===== src/rtl/fifo_uart_tx.sv =====
// Frame transmitter: buffers payload bytes in a FIFO and, on start, streams
// length-hi, length-lo, payload, terminator over a byte valid/ready port.
module fifo_uart_tx #(
  parameter int          DEPTH = 16,
  parameter int          AW    = 4,
  parameter logic [7:0]  TERM  = 8'hBB
) (
  input  logic          clk,
  input  logic          rst,
  input  logic          wr_en,
  input  logic [7:0]    wr_data,
  output logic          full,
  output logic [AW:0]   level,
  input  logic          start,
  output logic          busy,
  output logic [7:0]    tx_data,
  output logic          tx_valid,
  input  logic          tx_ready,
  output logic          done,
  output logic [2:0]    dbg_state
);

  // Output handshake: a byte moves on every cycle with tx_valid && tx_ready.
  // tx_valid is high in every non-IDLE state and tx_data depends only on
  // state/len/FIFO head, so a stalled byte is held stable until accepted.

  typedef enum logic [2:0] {
    S_IDLE   = 3'd0,
    S_LEN_HI = 3'd1,
    S_LEN_LO = 3'd2,
    S_DATA   = 3'd3,
    S_TERM   = 3'd4
  } state_t;

  state_t          state, state_nxt;
  logic [7:0]      mem [DEPTH];
  logic [AW-1:0]   wr_ptr, rd_ptr;
  logic [AW:0]     level_q;
  logic [15:0]     len, cnt;
  logic            done_q;
  logic            push, pop;

  assign full      = (level_q == (AW+1)'(DEPTH));
  assign level     = level_q;
  assign busy      = (state != S_IDLE);
  assign done      = done_q;
  assign dbg_state = state;
  assign push      = wr_en && !full;
  assign pop       = (state == S_DATA) && tx_ready;

  always_comb begin
    state_nxt = state;
    tx_valid  = 1'b1;
    tx_data   = 8'h00;
    case (state)
      S_IDLE: begin
        tx_valid = 1'b0;
        if (start) state_nxt = S_LEN_HI;
      end
      S_LEN_HI: begin
        tx_data = len[15:8];
        if (tx_ready) state_nxt = S_LEN_LO;
      end
      S_LEN_LO: begin
        tx_data = len[7:0];
        if (tx_ready) state_nxt = (cnt != 16'd0) ? S_DATA : S_TERM;
      end
      S_DATA: begin
        tx_data = mem[rd_ptr];
        if (tx_ready && cnt == 16'd1) state_nxt = S_TERM;
      end
      S_TERM: begin
        tx_data = TERM;
        if (tx_ready) state_nxt = S_IDLE;
      end
      default: begin
        tx_valid  = 1'b0;
        state_nxt = S_IDLE;
      end
    endcase
  end

  // Payload storage carries no reset; clearing the pointers discards it.
  always_ff @(posedge clk) begin
    if (push) mem[wr_ptr] <= wr_data;
  end

  always_ff @(posedge clk) begin
    if (rst) begin
      state   <= S_IDLE;
      wr_ptr  <= '0;
      rd_ptr  <= '0;
      level_q <= '0;
      len     <= '0;
      cnt     <= '0;
      done_q  <= 1'b0;
    end else begin
      state  <= state_nxt;
      done_q <= (state == S_TERM) && tx_ready;
      if (push) wr_ptr <= wr_ptr + 1'b1;
      if (pop)  rd_ptr <= rd_ptr + 1'b1;
      case ({push, pop})
        2'b10:   level_q <= level_q + 1'b1;
        2'b01:   level_q <= level_q - 1'b1;
        default: level_q <= level_q;
      endcase
      // Length is frozen at acceptance; later pushes wait for the next frame.
      if (state == S_IDLE && start) begin
        len <= 16'(level_q);
        cnt <= 16'(level_q);
      end else if (pop) begin
        cnt <= cnt - 16'd1;
      end
    end
  end

endmodule


===== config.mk =====
export PLATFORM = sky130hd
export DESIGN_NAME = fifo_uart_tx
export DESIGN_NICKNAME = d
export VERILOG_FILES = /design/src/rtl/fifo_uart_tx.sv
export SDC_FILE = /design/constraint.sdc
export NUM_CORES = 1
export LEC_CHECK = 0
export CORE_MARGIN = 5
export CORE_UTILIZATION = 54
export DETAILED_ROUTE_END_ITERATION = 10
export GPL_ROUTABILITY_DRIVEN = 0
export PLACE_DENSITY_LB_ADDON = 0.05
export SYNTH_ARGS = -nofsm -noshare
export SYNTH_HDL_FRONTEND = slang
export SYNTH_SLANG_ARGS = --single-unit
export TNS_END_PERCENT = 5

===== constraint.sdc =====
create_clock -name clk -period 3 [get_ports clk]
set_input_delay 0.45 -clock clk [delete_from_list [all_inputs] [get_ports clk]]
set_output_delay 0.45 -clock clk [all_outputs]
set_load 0.01 [all_outputs]

==> results.tsv, run 1 <==
metric	value	unit
grt_max_degree	27	
slew_headroom	60.5	%
via_per_inst	5.75	
critPathArrivalTime	2400	ps
netlist_top_cells_area	edfxtp_1, dfxtp_1, mux4_2	
min_path_type	register to register	
syn_nets	499	
maxCapViolCount	0	
fin_crit	2850	ps
placed_area	7800	µm²
synth_common_cells	edfxtp_1, nor2_1, dfxtp_1	
cts_tree	built	
status	completed	
overflow	0	
dr.first_iter.drc_count	329	
clk_pin_slew	60	ps
rsz0062_at_grt	false	
antenna_found_initial	0	
ir_drop	509	µV
cp.required	2550	ps
fin_total_pwr	5240	µW
vias	4131	
yosysWarnings	0	
synth_cell_types	52	
hold_viol	0	
final_area	8430	µm²
die_h	125	µm
whs_endpoint	len[2]$_SDFFE_PP0P_	
die_w	125	µm
antenna_cells	0	
rr_startpoint	level[3]$_SDFFE_PP0P_	
die_area	15500	µm²
synth_most_common_cell	edfxtp_1	
coreArea	12700	µm²
initial_core_util	55.7	%
endpoint_kind	output port	
synth.cell_area	7080	µm²
rr_worst_depth	11	
cts_max_level	4	
ys_ff_latch	170	
ys_async_sr_fraction	0	%
worst_pin_slew	591	ps
synth_top_cell_area_share	54.3	%
power_leakage	0.00283	µW
r2r_end	level[4]$_SDFFE_PP0P_	
dpl.hpwl	10100	µm
r2r_slack	290	ps
area_delta_synth_final	19.1	%
period_share	95.0	%
setup.worst_path.class	register to output port	
post_cts_buffers	0	
fin_skew	11.2	ps
pin_count	33	
synth-main-ff-cell	edfxtp_1	
hold_buffers	0	
synth_edf_count	128	
crit_fanout	7	
drc	0	
cts_buffers	17	
cts.sinks	170	
hold_depth	2	
max_freq	0.351	GHz
netlist_instances	474	
cts_buffer_depth	2	
hold_start	len[2]$_SDFFE_PP0P_	
drive_above_1_share	20.1	%
cp-start-kind	register	
yosysTopAreaCell	edfxtp_1	
grt_usage	19.9	%
nNetsFinal	559	
finalSetupViolCount	0	
clock-root-buffer	clkbuf_16	
tns	0	ps
yosysSeqAreaShare	66.1	%
first_global_vias	4115	
fillers	962	
clkLatencyLatePin	420	ps
row_count	41	
avgSynthCellArea	14.9	µm²
grt_first_pass_wirelength	23200	µm
detail_route.wirelength	14900	µm
antenna_left	0	
slew_viol_final	0	
io_buffer_count	32	
first_pass_iters	4	
p_per_area	621	nW/µm²
wl_per_cell	20.8	µm
registers in the layout (all words and copies together), names as in the netlist, named ones only:
| signal | cells |
|---|---|
| rd_ptr | 4 |
| dbg_state | 3 |
| wr_ptr | 4 |
| level | 5 |
| done | 1 |
| cnt | 16 |
| mem | 128 |
| len | 5 |
cells in the final DEF (no fill, tap or decap), types with 11 or more instances in the layout:
| master | netlist | layout |
|---|---|---|
| edfxtp_1 | 128 | 128 |
| nor3_1 | 12 | 12 |
| clkdlybuf4s50_1 | 0 | 24 |
| nor2_1 | 45 | 45 |
| dfxtp_1 | 42 | 41 |
| mux4_2 | 33 | 33 |
| nand2_1 | 32 | 32 |
| ha_1 | 12 | 12 |
| o21ai_0 | 13 | 11 |
| clkbuf_16 | 0 | 17 |
| xnor2_1 | 15 | 15 |
| a21oi_1 | 23 | 23 |
| buf_4 | 1 | 30 |
critical path, stage by stage, from the launching register on:
cell and delay [ps]:
dfxtp_4 390, buf_12 140, mux4_2 540, a22oi_2 210, a31oi_1 140, a21oi_1 180
o21ai_0 120, clkdlybuf4s15_1 270
report_power, final:
group          switching, µW  total [µW]  internal, µW
clock network            837        2300          1470
logic                    198         345           147
registers               25.5        2590          2570
total                   1060        5240          4180
logic make-up after synthesis:
kind of cell | count (synthesis) | synth area share, %
DFF | 170 | 66.1
xor gates and xnor gates | 25 | 3.09
muxes | 43 | 12.0
AOI/OAI and AO/OA | 59 | 5.05
and+or+nand+nor | 132 | 9.36
buffers and inverters | 33 | 2.17
adders and majority gates | 12 | 2.12
worst max path at each step:
| stage | start | end | slack [ps] | cells after the start |
|---|---|---|---|---|
| after floorplan | level[1]$_SDFFE_PP0P_ | level[4]$_SDFFE_PP0P_ | 60 | 13 |
| after global placement | wr_en | level[4]$_SDFFE_PP0P_ | 210 | 11 |
| after detailed placement | wr_en | level[4]$_SDFFE_PP0P_ | 130 | 11 |
| after CTS | register | tx_data[0] | 50 | 7 |
| after global routing | register | tx_data[0] | 1 | 7 |
| final | register | tx_data[0] | 150 | 7 |
what timing repair did:
action,in CTS,in global routing
setup endpoints to repair,8,2
hold endpoints to repair,0,0
gates resized for setup,10,3
metal layers:
metal	global-route usage (%)	share of wire, %
met1	27.8	43
met2	31.2	48
met3	4.46	6.9
met4	6.90	1.2
met5	0	0
area by class of cell:
type                       instances  area (µm²)  area share (%)
clock inverter                    14         201            2.39
multi-input combinational        271        2250            26.7
timing repair buffer              66         617            7.31
sequential                       170        4690            55.6
inverter                           8        30.0           0.356
tap                              172         215            2.55
clock buffer                      18         429            5.09
through the flow:
| stage | setup WS [ps] | util, % | hold WS, ps | cells |
|---|---|---|---|---|
| floorplan | 60.5 | - | 436 | 474 |
| global placement | 212 | 61.3 | 449 | 687 |
| detailed placement | 135 | 61.3 | 452 | 687 |
| CTS | 47.7 | 66.2 | 461 | 719 |
| global route | 1.31 | 66.3 | 494 | 719 |
| finish | 151 | 66.3 | 456 | 719 |
(Power assumes the default switching activity.)
==> run 2: changes to the inputs <==
Settings changed: CORE_UTILIZATION 54 to 60.
Clock period 3 ns to 3.2 ns, I/O delays scaled along.
==> run 2 against run 1 <==
Compared with the run above: power fell by 5.4%; design area fell by 0.19%; critical path depth is 1 lower; clock-buffer cell count down 1; first-iteration DRC count down 12%.
==> results.tsv, run 2 (synthesis gave the netlist of run 1 again) <==
metric	value	unit	change
status	completed		
vias	4066		-1.6%
fin_crit	3040	ps	
dpl.hpwl	9140	µm	-9.2%
first_global_vias	4077		-0.92%
comb_power_share	6.1	%	-0.5 points
drive_above_1_share	21.1	%	+0.95 points
grt_usage	21.4	%	+1.4 points
min_path_type	register to register		
hold_buffers	0		unchanged
cp.required	2720	ps	+170 ps
first_pass_iters	5		+1
whs	458	ps	+1.39 ps
hold_start	len[4]$_SDFFE_PP0P_		
endpoint_kind	output port		
swShare	21.8	%	+1.6 points
rr_startpoint	level[3]$_SDFFE_PP0P_		
slowest_stage	mux4_2		
path_buf_inv	2		unchanged
detail_route.wirelength	14200	µm	-5.2%
path_cells	buf_12 -> mux4_2 -> mux2_2 -> o21ai_2 -> o22ai_1 -> clkdlybuf4s50_1		
clk_pin_slew	60	ps	about the same
p_per_area	589	nW/µm²	-5.2%
slew_headroom	60.1	%	-0.41 points
clkLatencyLatePin	430	ps	about the same
cts_tree	built		
rsz0062_at_grt	false		
initial_core_util	61.5	%	+5.8 points
max_freq	0.329	GHz	
p_sw	1080	µW	+2.0%
p_clk_share	44.7	%	+0.8 points
p_int	3880	µW	-7.3%
die_h	119	µm	-4.7%
crit_family	multiplexers		
slew_viol_final	0		unchanged
antenna_found_initial	0		unchanged
via_per_inst	5.90		+2.7%
tns	0	ps	unchanged
dr.first_iter.drc_count	291		-12%
coreArea	11500	µm²	-9.5%
setup.worst_path.class	register to output port		
worst_pin_slew	597	ps	+6.10 ps
cts_buffers	17		unchanged
io_buffer_count	32		unchanged
antenna_left	0		unchanged
final_cells	689		-4.2%
wl_per_cell	20.5	µm	-1.1%
largest_register_ffs	128		unchanged
ir_drop	545	µV	+7.0%
cts_max_level	4		unchanged
nNetsFinal	558		-0.18%
seq_power_share	49.1	%	-0.4 points
fin_skew	12.3	ps	+1.15 ps
finalSetupViolCount	0		unchanged
crit_fanout	14		+7
area_delta_synth_final	18.9	%	
critPathArrivalTime	2560	ps	+160 ps
antenna_cells	0		unchanged
multi_input_area	2250	µm²	-0.22%
grt_max_degree	27		unchanged
pin_count	33		unchanged
overflow	0		unchanged
slowest_delay	510	ps	-30 ps
hold_viol	0		unchanged
final_cell_mix	edfxtp_1, nor2_1, dfxtp_1, mux4_2, nand2_1		
regMostFlops	mem		
die_w	119	µm	-4.7%
cts.sinks	170		unchanged
largest_registers	mem (128), cnt (16)		
clock-root-buffer	clkbuf_16		
cp-start-kind	register		
grt_first_pass_wirelength	22500	µm	-3.1%
final_common_cell	edfxtp_1		
row_count	39		-4.9%
cts_buffer_depth	2		unchanged
power_leakage	0.00289	µW	+2.0%
period_share	95.0	%	
die_area	14100	µm²	-9.2%
final-seq-area	4690	µm²	about the same
maxCapViolCount	0		unchanged
place_inst	652		-5.1%
drc	0		unchanged
fillers	732		-24%
run 2: stage by stage:
step           setup WS (ps)  cell area, µm²  util (%)  total power, µW
6_report                 159            8420      73.1             4960
5_1_grt                 40.5            8420      73.1             5140
4_1_cts                 9.00            8380      72.7             5000
3_3_place_gp             343            7690      66.8             2780
3_5_place_dp             242            7690      66.8             2780
2_1_floorplan            106            7080         -             2660
run 2: final cells by class:
| type | count | share of cell area [%] |
|---|---|---|
| clock buffers | 17 | 5.05 |
| well taps | 143 | 2.13 |
| inverters | 8 | 0.357 |
| repair buffers | 65 | 7.42 |
| flip-flops and latches | 170 | 55.7 |
| multi-input cells | 271 | 26.7 |
| clock inverters | 15 | 2.66 |
run 2: timing repair:
action,CTS,global route
setup buffers,0,4
gates resized for setup,7,4
hold endpoints to repair,0,0
setup endpoints to repair,5,3
gates cloned,1,0
run 2: path summary, 6_finish.rpt:
| check | slack (ps) | to | depth (start not counted) |
|---|---|---|---|
| worst max-delay path | 160 | tx_data[2] | 6 |
| worst min-delay path | 460 | len[4]$_SDFFE_PP0P_ | 2 |
| worst max register to register | 510 | level[4]$_SDFFE_PP0P_ | 11 |
| worst min register to register | 460 | len[4]$_SDFFE_PP0P_ | 2 |
run 2: routing by layer:
metal,vias up,wire length [µm],GRT usage (%),share of wire [%]
met3,10,821,6.54,5.8
met5,-,0,0,0
met4,0,140,7.17,0.99
met2,112,7330,35.6,52
li1,1916,-,-,-
met1,2028,5870,26.9,41
run 2: worst reg2reg max path: cells and delay by family (launching register included):
family                     cells  cell delay [ps]
buffers and inverters          1              100
DFF                            1              390
and+or+nand+nor                2              480
AOI/OAI and AO/OA              4              760
xor gates and xnor gates       1               80
adders and majority gates      2              400
muxes                          1              370
run 2: power by group through the flow:
| stage | registers (µW) | clock network [µW] | logic (µW) |
|---|---|---|---|
| floorplan | 2470 | 0 | 187 |
| global route | 2440 | 2370 | 333 |
| detailed placement | 2480 | 0 | 302 |
| global placement | 2480 | 0 | 297 |
| CTS | 2430 | 2260 | 304 |
| finish | 2440 | 2220 | 304 |
==> run 3: changes to the inputs <==
Settings changed: CTS_CLUSTER_SIZE set to 28.
==> results of run 3 <==
The final DEF is identical to that of run 2; final timing and power are the same.
